**config.mk**
```make
export PLATFORM = sky130hd
export DESIGN_NAME = adder8_arbiter
export DESIGN_NICKNAME = d
export VERILOG_FILES = /design/src/rtl/adder8_arbiter.sv
export SDC_FILE = /design/constraint.sdc
export NUM_CORES = 1
export LEC_CHECK = 0
export BUFFER_PORTS_ARGS = -buffer_cell sky130_fd_sc_hd__buf_2
export CAP_MARGIN = 20
export CORE_ASPECT_RATIO = 0.75
export CORE_MARGIN = 2
export CORE_UTILIZATION = 49
export DETAILED_ROUTE_END_ITERATION = 8
export PLACE_DENSITY = 0.94
export SYNTH_ARGS = -nofsm -noshare
export SYNTH_HDL_FRONTEND = slang
export SYNTH_SLANG_ARGS = --single-unit
```
**constraint.sdc**
```tcl
create_clock -name clk -period 2.87 [get_ports clk]
set_input_delay 0.1435 -clock clk [delete_from_list [all_inputs] [get_ports clk]]
set_output_delay 0.1435 -clock clk [all_outputs]
set_load 0.01 [all_outputs]
```
**src/rtl/adder8_arbiter.sv**
```systemverilog
// Round-robin arbiter that shares one external ripple adder between two requesters
// and returns each registered result on a single response channel tagged by id.
module adder8_arbiter #(
  parameter int unsigned WIDTH = 8
) (
  input  logic             clk,
  input  logic             rst_n,
  input  logic             req0_valid,
  output logic             req0_ready,
  input  logic [1:0]       req0_op,
  input  logic [WIDTH-1:0] req0_a,
  input  logic [WIDTH-1:0] req0_b,
  input  logic             req1_valid,
  output logic             req1_ready,
  input  logic [1:0]       req1_op,
  input  logic [WIDTH-1:0] req1_a,
  input  logic [WIDTH-1:0] req1_b,
  output logic [WIDTH-1:0] add_a,
  output logic [WIDTH-1:0] add_b,
  output logic             add_cin,
  input  logic [WIDTH-1:0] add_s,
  input  logic             add_ovfl,
  input  logic             add_cout,
  output logic             rsp_valid,
  input  logic             rsp_ready,
  output logic             rsp_id,
  output logic [WIDTH-1:0] rsp_s,
  output logic             rsp_ovfl,
  output logic             rsp_cout,
  output logic             busy
);

  typedef enum logic [1:0] {IDLE, EXEC, RESP} state_e;

  localparam logic [1:0] OP_ADD = 2'b00;
  localparam logic [1:0] OP_SUB = 2'b01;
  localparam logic [1:0] OP_NEG = 2'b10;
  localparam logic [1:0] OP_INC = 2'b11;

  state_e           state_q, state_d;
  logic             last_q, last_d;
  logic [WIDTH-1:0] add_a_q, add_a_d;
  logic [WIDTH-1:0] add_b_q, add_b_d;
  logic             add_cin_q, add_cin_d;
  logic             rsp_id_q, rsp_id_d;
  logic [WIDTH-1:0] rsp_s_q, rsp_s_d;
  logic             rsp_ovfl_q, rsp_ovfl_d;
  logic             rsp_cout_q, rsp_cout_d;
  logic             rsp_valid_q, rsp_valid_d;
  logic             busy_q, busy_d;

  logic             grant_vld_c;
  logic             grant_id_c;
  logic [1:0]       sel_op_c;
  logic [WIDTH-1:0] sel_a_c;
  logic [WIDTH-1:0] sel_b_c;

  // Arbitration: on contention the requester not served last wins.
  always_comb begin
    grant_vld_c = req0_valid | req1_valid;
    grant_id_c  = !req0_valid;
    if (req0_valid && req1_valid) begin
      grant_id_c = ~last_q;
    end
    sel_op_c = grant_id_c ? req1_op : req0_op;
    sel_a_c  = grant_id_c ? req1_a  : req0_a;
    sel_b_c  = grant_id_c ? req1_b  : req0_b;
  end

  assign req0_ready = (state_q == IDLE) && grant_vld_c && !grant_id_c;
  assign req1_ready = (state_q == IDLE) && grant_vld_c &&  grant_id_c;

  always_comb begin
    state_d    = state_q;
    last_d     = last_q;
    add_a_d    = add_a_q;
    add_b_d    = add_b_q;
    add_cin_d  = add_cin_q;
    rsp_id_d   = rsp_id_q;
    rsp_s_d    = rsp_s_q;
    rsp_ovfl_d = rsp_ovfl_q;
    rsp_cout_d = rsp_cout_q;
    case (state_q)
      IDLE: begin
        if (grant_vld_c) begin
          rsp_id_d = grant_id_c;
          state_d  = EXEC;
          case (sel_op_c)
            OP_ADD: begin add_a_d = sel_a_c; add_b_d = sel_b_c;  add_cin_d = 1'b0; end
            OP_SUB: begin add_a_d = sel_a_c; add_b_d = ~sel_b_c; add_cin_d = 1'b1; end
            OP_NEG: begin add_a_d = '0;      add_b_d = ~sel_a_c; add_cin_d = 1'b1; end
            OP_INC: begin add_a_d = sel_a_c; add_b_d = '0;       add_cin_d = 1'b1; end
            default: begin add_a_d = sel_a_c; add_b_d = sel_b_c; add_cin_d = 1'b0; end
          endcase
        end
      end
      EXEC: begin
        rsp_s_d    = add_s;
        rsp_ovfl_d = add_ovfl;
        rsp_cout_d = add_cout;
        state_d    = RESP;
      end
      RESP: begin
        if (rsp_ready) begin
          last_d  = rsp_id_q;
          state_d = IDLE;
        end
      end
      default: state_d = IDLE;
    endcase
    rsp_valid_d = (state_d == RESP);
    busy_d      = (state_d != IDLE);
  end

  // Pointer resets to "1 served last" so req0 wins the first contention.
  always_ff @(posedge clk) begin
    if (!rst_n) begin
      state_q     <= IDLE;
      last_q      <= 1'b1;
      add_a_q     <= '0;
      add_b_q     <= '0;
      add_cin_q   <= 1'b0;
      rsp_id_q    <= 1'b0;
      rsp_s_q     <= '0;
      rsp_ovfl_q  <= 1'b0;
      rsp_cout_q  <= 1'b0;
      rsp_valid_q <= 1'b0;
      busy_q      <= 1'b0;
    end else begin
      state_q     <= state_d;
      last_q      <= last_d;
      add_a_q     <= add_a_d;
      add_b_q     <= add_b_d;
      add_cin_q   <= add_cin_d;
      rsp_id_q    <= rsp_id_d;
      rsp_s_q     <= rsp_s_d;
      rsp_ovfl_q  <= rsp_ovfl_d;
      rsp_cout_q  <= rsp_cout_d;
      rsp_valid_q <= rsp_valid_d;
      busy_q      <= busy_d;
    end
  end

  assign add_a     = add_a_q;
  assign add_b     = add_b_q;
  assign add_cin   = add_cin_q;
  assign rsp_valid = rsp_valid_q;
  assign rsp_id    = rsp_id_q;
  assign rsp_s     = rsp_s_q;
  assign rsp_ovfl  = rsp_ovfl_q;
  assign rsp_cout  = rsp_cout_q;
  assign busy      = busy_q;

endmodule

```
=== Yosys cells after proc, flatten, opt, wreduce, memory -nomap -nowiden ===
Index checks and enable logic that the tools add are counted.

* Output and inout bits: 32
* Register bits after elaboration: 33
* Input port bits: 51
* Word-level logic and storage cells: 44

* Bitwise operators: 4
* Muxes and demuxes: 10
* Eq/ne operators: 6
* Reductions and logical operators: 13

{| class="wikitable"
|+ Operators by type and width
! cell !! number
|-
| 8-bit case mux with 4 select lines || 1
|-
| 8-bit two-way mux || 2
|-
| 8-bit inverter || 2
|-
| 8-bit case mux with 2 select lines || 1
|-
| 2-bit equality test, second input constant || 4
|-
| 2-bit two-way mux || 3
|-
| 2-bit case mux with 3 select lines || 1
|-
| 3-bit OR reduction || 2
|-
| 2-bit by 1-bit equality test with 1-bit output, second input constant || 2
|-
| 1-bit logical AND || 4
|-
| 2-bit logical NOT || 2
|-
| 2-bit AND reduction || 2
|-
| 1-bit logical NOT || 2
|-
| 1-bit case mux with 2 select lines || 1
|-
| 2-bit nonzero test || 1
|-
| 1-bit two-way mux || 1
|-
| 1-bit inverter || 1
|-
| 1-bit OR || 1
|}

=== Logic depth before layout (Yosys ltp) ===
* Depth after elaboration: 6
* Gate-level depth with buffers: 7
* Gate-level depth less buffers: 5

=== Worst setup path after synthesis ===
OpenSTA, ideal clock, no wires.

* Path kind: reg-to-reg
* Start point: reg last_q
* End point: reg add_b_q[2], in the netlist add_b[2]
* Clock period less this slack: 1.380 ns
* Data required time: 2.744 ns
* Path slack: 1.490 ns
* Stages on the path, launching flop included: 7
* Data arrival time: 1.255 ns
* Library setup time: 0.126 ns
* Buffers on the path: 1
* Path through: dfxtp_1 -> nand2b_4 -> and2_4 -> buf_6 -> a21o_4 -> o31ai_1 -> a21boi_1

* Cells in the longest elaborated chain, start to end: 5
* Elaborated cells on any way between the ends: 12
* Classes of those cells: eq/ne: 3; mux: 5; bitwise: 3; reduce/logical: 1

{| class="wikitable"
|+ RTL lines
! element !! RTL line !! RTL
|-
| start, declared || 41 || <nowiki>logic last_q, last_d;</nowiki>
|-
| start signal, assigned || 131 || <nowiki>last_q <= last_d;</nowiki>
|-
| 1-bit inverter (*) || 63 || <nowiki>grant_id_c = ~last_q;</nowiki>
|-
| 1-bit two-way mux (*) || 62 || <nowiki>if (req0_valid && req1_valid) begin</nowiki>
|-
| 2-bit two-way mux, or another cell as far along || 65 || <nowiki>sel_op_c = grant_id_c ? req1_op : req0_op;</nowiki>
|-
| 2-bit equality test, or another cell as far along || 88 || <nowiki>case (sel_op_c)</nowiki>
|-
| 8-bit case mux with 4 select lines (*) || 88 ||
|-
| end signal, assigned || 121 || <nowiki>add_b_q <= '0;</nowiki>
|-
| end signal, assigned || 133 || <nowiki>add_b_q <= add_b_d;</nowiki>
|-
| end, declared || 43 || <nowiki>logic [WIDTH-1:0] add_b_q, add_b_d;</nowiki>
|}

Every way passes the cells marked *; elsewhere a longest branch is shown, timed or not.
A chain may end at the register's enable or synchronous reset.

=== Worst setup path after layout ===
* Start point: reg last_q
* End point: out req0_ready

* Cells in the longest elaborated chain, start to end: 4

{| class="wikitable"
|+ RTL lines
! element !! RTL line !! RTL
|-
| 1-bit inverter || 63 ||
|-
| 1-bit two-way mux || 62 ||
|-
| 1-bit logical NOT || 70 || <nowiki>assign req0_ready = (state_q == IDLE) && grant_vld_c && !grant_id_c;</nowiki>
|-
| 1-bit logical AND || 70 ||
|-
| end, declared || 9 || <nowiki>output logic req0_ready,</nowiki>
|}

No other way between the ends.

==> results.txt <==
PwrDens: 540.3 nW/um^2
Synth Flop Type: dfxtp_1
Vias per std cell: 5.715
Skew-Pair Late Insertion Delay: 0.28 ns
Area grow syn2layout: 27.75%
RR Startpoint: state_q[0]
Rows: 18
Gr usage total: 0.2334
Final hold vios: 0
# DRC: 0
Detailed-route wire length per cell: 14.49 um
Crit-path cells: nand2b_4, nand2_1, nor3_1, buf_2
Critical Path End Type: output port
CTS root buf: clkbuf_8
Non-filler instance count after layout: 316
Post-synthesis compound-gate area fraction: 0.3052
Hold Path End: rsp_cout
Worst Tran Pin Value: 0.7760 ns
Hold Path Depth: 3
FF-to-FF setup slack: 1.08 ns
Rel. slew slack: 0.4816
Fraction of the mapped netlist area in simple logic gates: 0.1930
CTS sink count: 33
Max cap viols: 0
Setup ws final: 1.037 ns
Cts repair resizes: 0
GRT overflow: 0
Startpoint Class: flop
R2R cell count: 4
First-pass GRT wire length: 7569 um
Post-synth ARST share: 0
Final Instance Area: 2195 um^2
Post-synth EDFFs: 0
Buf+Inv Stages, Crit Path: 1
Post-Synth XOR/XNOR Area: 0
Final nets: 326
Post-CTS setup buffer count: 0
Routed Antenna Nets: 0
Main combinational cell family by area after synthesis: compound AO/OA/AOI/OAI gates
Vias in the first global route: 1733
Final min period: 1.833 ns
Syn nets: 252
Die area: 4001 um^2
Yosys warnings: 0
Hold Crit Start: add_cout
Final period util: 0.6385
Setup TNS: 0 ns
CP max stage delay: 0.40 ns
Mapped cell area: 1718 um^2
Initial DRC Count: 134
Leak: 1.002 nW
Clk buf depth: 2
Routed wire length: 4579 um
Antenna violations before repair: 0
Routability cong.: 0.8570
Mux share of post-synthesis cell area: 0.06555
Maximum VDD drop: 0.0003176 V
RSZ-0062 raised after global routing: no
FF-to-FF End: add_b[0]
Core area: 3311 um^2
DP HPWL: 3427 um
Clock Skew: 0.007765 ns
Sequential share of the synthesized area: 0.3846
Worst Path Arrival: 1.69 ns
CP max stage cell: nor3_1
Clock buffer count from CTS: 5
Largest net degree at the start of global routing: 27
Max-slew violations: 0
Seq cells post-synth: 33
Crit-path max FO: 15
Outcome: finished, final reports clean
Die Wd: 72.37 um
Setup Crit Path Kind: reg2out
Initial Utilization: 0.5189
Antenna cells: 0
First-pass iteration count of the detailed router: 5
Top cell family by delay on the critical path: simple AND/OR/NAND/NOR gates
Mapped Cells: 201
Post-synth cell types: 40
Final setup violation count: 0
Port bufs: 82
Synth Area in Adders: 0
DP Worst Slack: 1.126 ns
Placed cell count: 308
Max H-tree Level: 2
Clk pin slew, worst setup/hold paths: 0.06 ns
Proportion of layout cells with a drive suffix above 1: 0.3514
Mapped Avg Cell Area: 8.547 um^2
Vias: 1806
Worst hold path type: in2reg
Hold-fix buffers at CTS: 0
CTS tree: done
Die H: 55.28 um
Achievable Freq: 545.7 MHz
Worst EP required: 2.73 ns
IO Pins: 83
Dpl cell area: 2093 um^2
kinds of logic after synthesis:
| logic type | after synthesis |
|---|---|
| AOI/OAI and AO/OA | 71 |
| and+or+nand+nor | 71 |
| DFF | 33 |
| buffers and inverters | 16 |
| muxes | 10 |
tightest hold or removal path, delay by kind of cell:
kind	cells	cell delay [ns]
AO/OA/AOI/OAI	1	0.06
buffers and inverters	1	0.09
AND/OR/NAND/NOR	1	0.04
per-layer routing:
layer	global-route usage	wire length, um
met1	0.3055	1968
met3	0.06752	461
met5	0	0
met4	0.08201	70
met2	0.3670	2080
final cells by class:
type                            count  area (um^2)
Timing Repair Buffer               82        410.4
Sequential cell                    33        660.6
Inverter                            1        3.754
Clock buffer                        7        96.34
Tap cell                           40        50.05
Clock inverter                      1        5.005
Multi-Input combinational cell    152        968.4
Fill cell                         294         1116
placed cells by master, fill, tap and decap left out, types with 2 or more instances in the layout:
cell	count
and2_1	2
nand2b_1	3
a21boi_1	2
o311ai_0	2
nand2_1	42
o221a_1	5
dfxtp_1	33
o211ai_1	11
nor2_1	9
a21oi_1	8
or3_1	5
o311ai_1	3
a211oi_1	3
clkbuf_8	7
o21ai_0	5
buf_2	82
nor3_1	2
o21ai_1	8
a21boi_0	10
a31oi_1	4
o21a_1	4
mux2i_1	9
metrics by stage:
step | power (mW) | util | hold WS, ns
finish | 1.186 | 0.6629 | 0.1116
floorplan | 0.7045 | - | 0.2759
global route | 1.247 | 0.6629 | 0.1158
detailed placement | 0.8090 | 0.6323 | 0.4038
CTS | 1.189 | 0.6629 | 0.1094
global placement | 0.8001 | 0.6323 | 0.3930
worst max-delay path by stage:
stage / startpoint / end / slack [ns] / cells after the start
after global placement: state_q[0] / add_b[0] / 1.26 / 4
final: last_q / req0_ready / 1.04 / 4
after global routing: state_q[0] / add_b[6] / 0.91 / 4
after CTS: last_q / req0_ready / 1.08 / 4
after detailed placement: state_q[0] / add_b[0] / 1.13 / 4
after floorplan: last_q / add_b[2] / 1.49 / 6
sequential cells by signal, summed over array words and instances, names as in the netlist:
signal     cells
state_q        2
add_b          8
busy           1
rsp_valid      1
rsp_id         1
last_q         1
rsp_s          8
rsp_ovfl       1
add_cin        1
rsp_cout       1
add_a          8
synthesized netlist by cell type, drive strengths merged, types with 2 or more instances:
| library cell | n | area share |
|---|---|---|
| o311ai | 5 | 0.025 |
| and2 | 3 | 0.012 |
| buf | 9 | 0.036 |
| nand2b | 4 | 0.019 |
| o211ai | 11 | 0.048 |
| o221a | 5 | 0.033 |
| mux2i | 10 | 0.066 |
| nor3 | 2 | 0.0058 |
| o21a | 4 | 0.017 |
| clkbuf | 6 | 0.013 |
| dfxtp | 33 | 0.38 |
| a211oi | 4 | 0.020 |
| a21oi | 8 | 0.023 |
| a31oi | 4 | 0.015 |
| nor2 | 9 | 0.020 |
| or3 | 5 | 0.018 |
| nand2 | 42 | 0.092 |
| o21ai | 14 | 0.047 |
| a21boi | 12 | 0.052 |
power breakdown:
group | switching [mW] | internal [mW]
clock network | 0.167 | 0.217
registers | 0.0227 | 0.501
logic | 0.157 | 0.120
total | 0.348 | 0.838
Power figures use the tool's default switching activity.
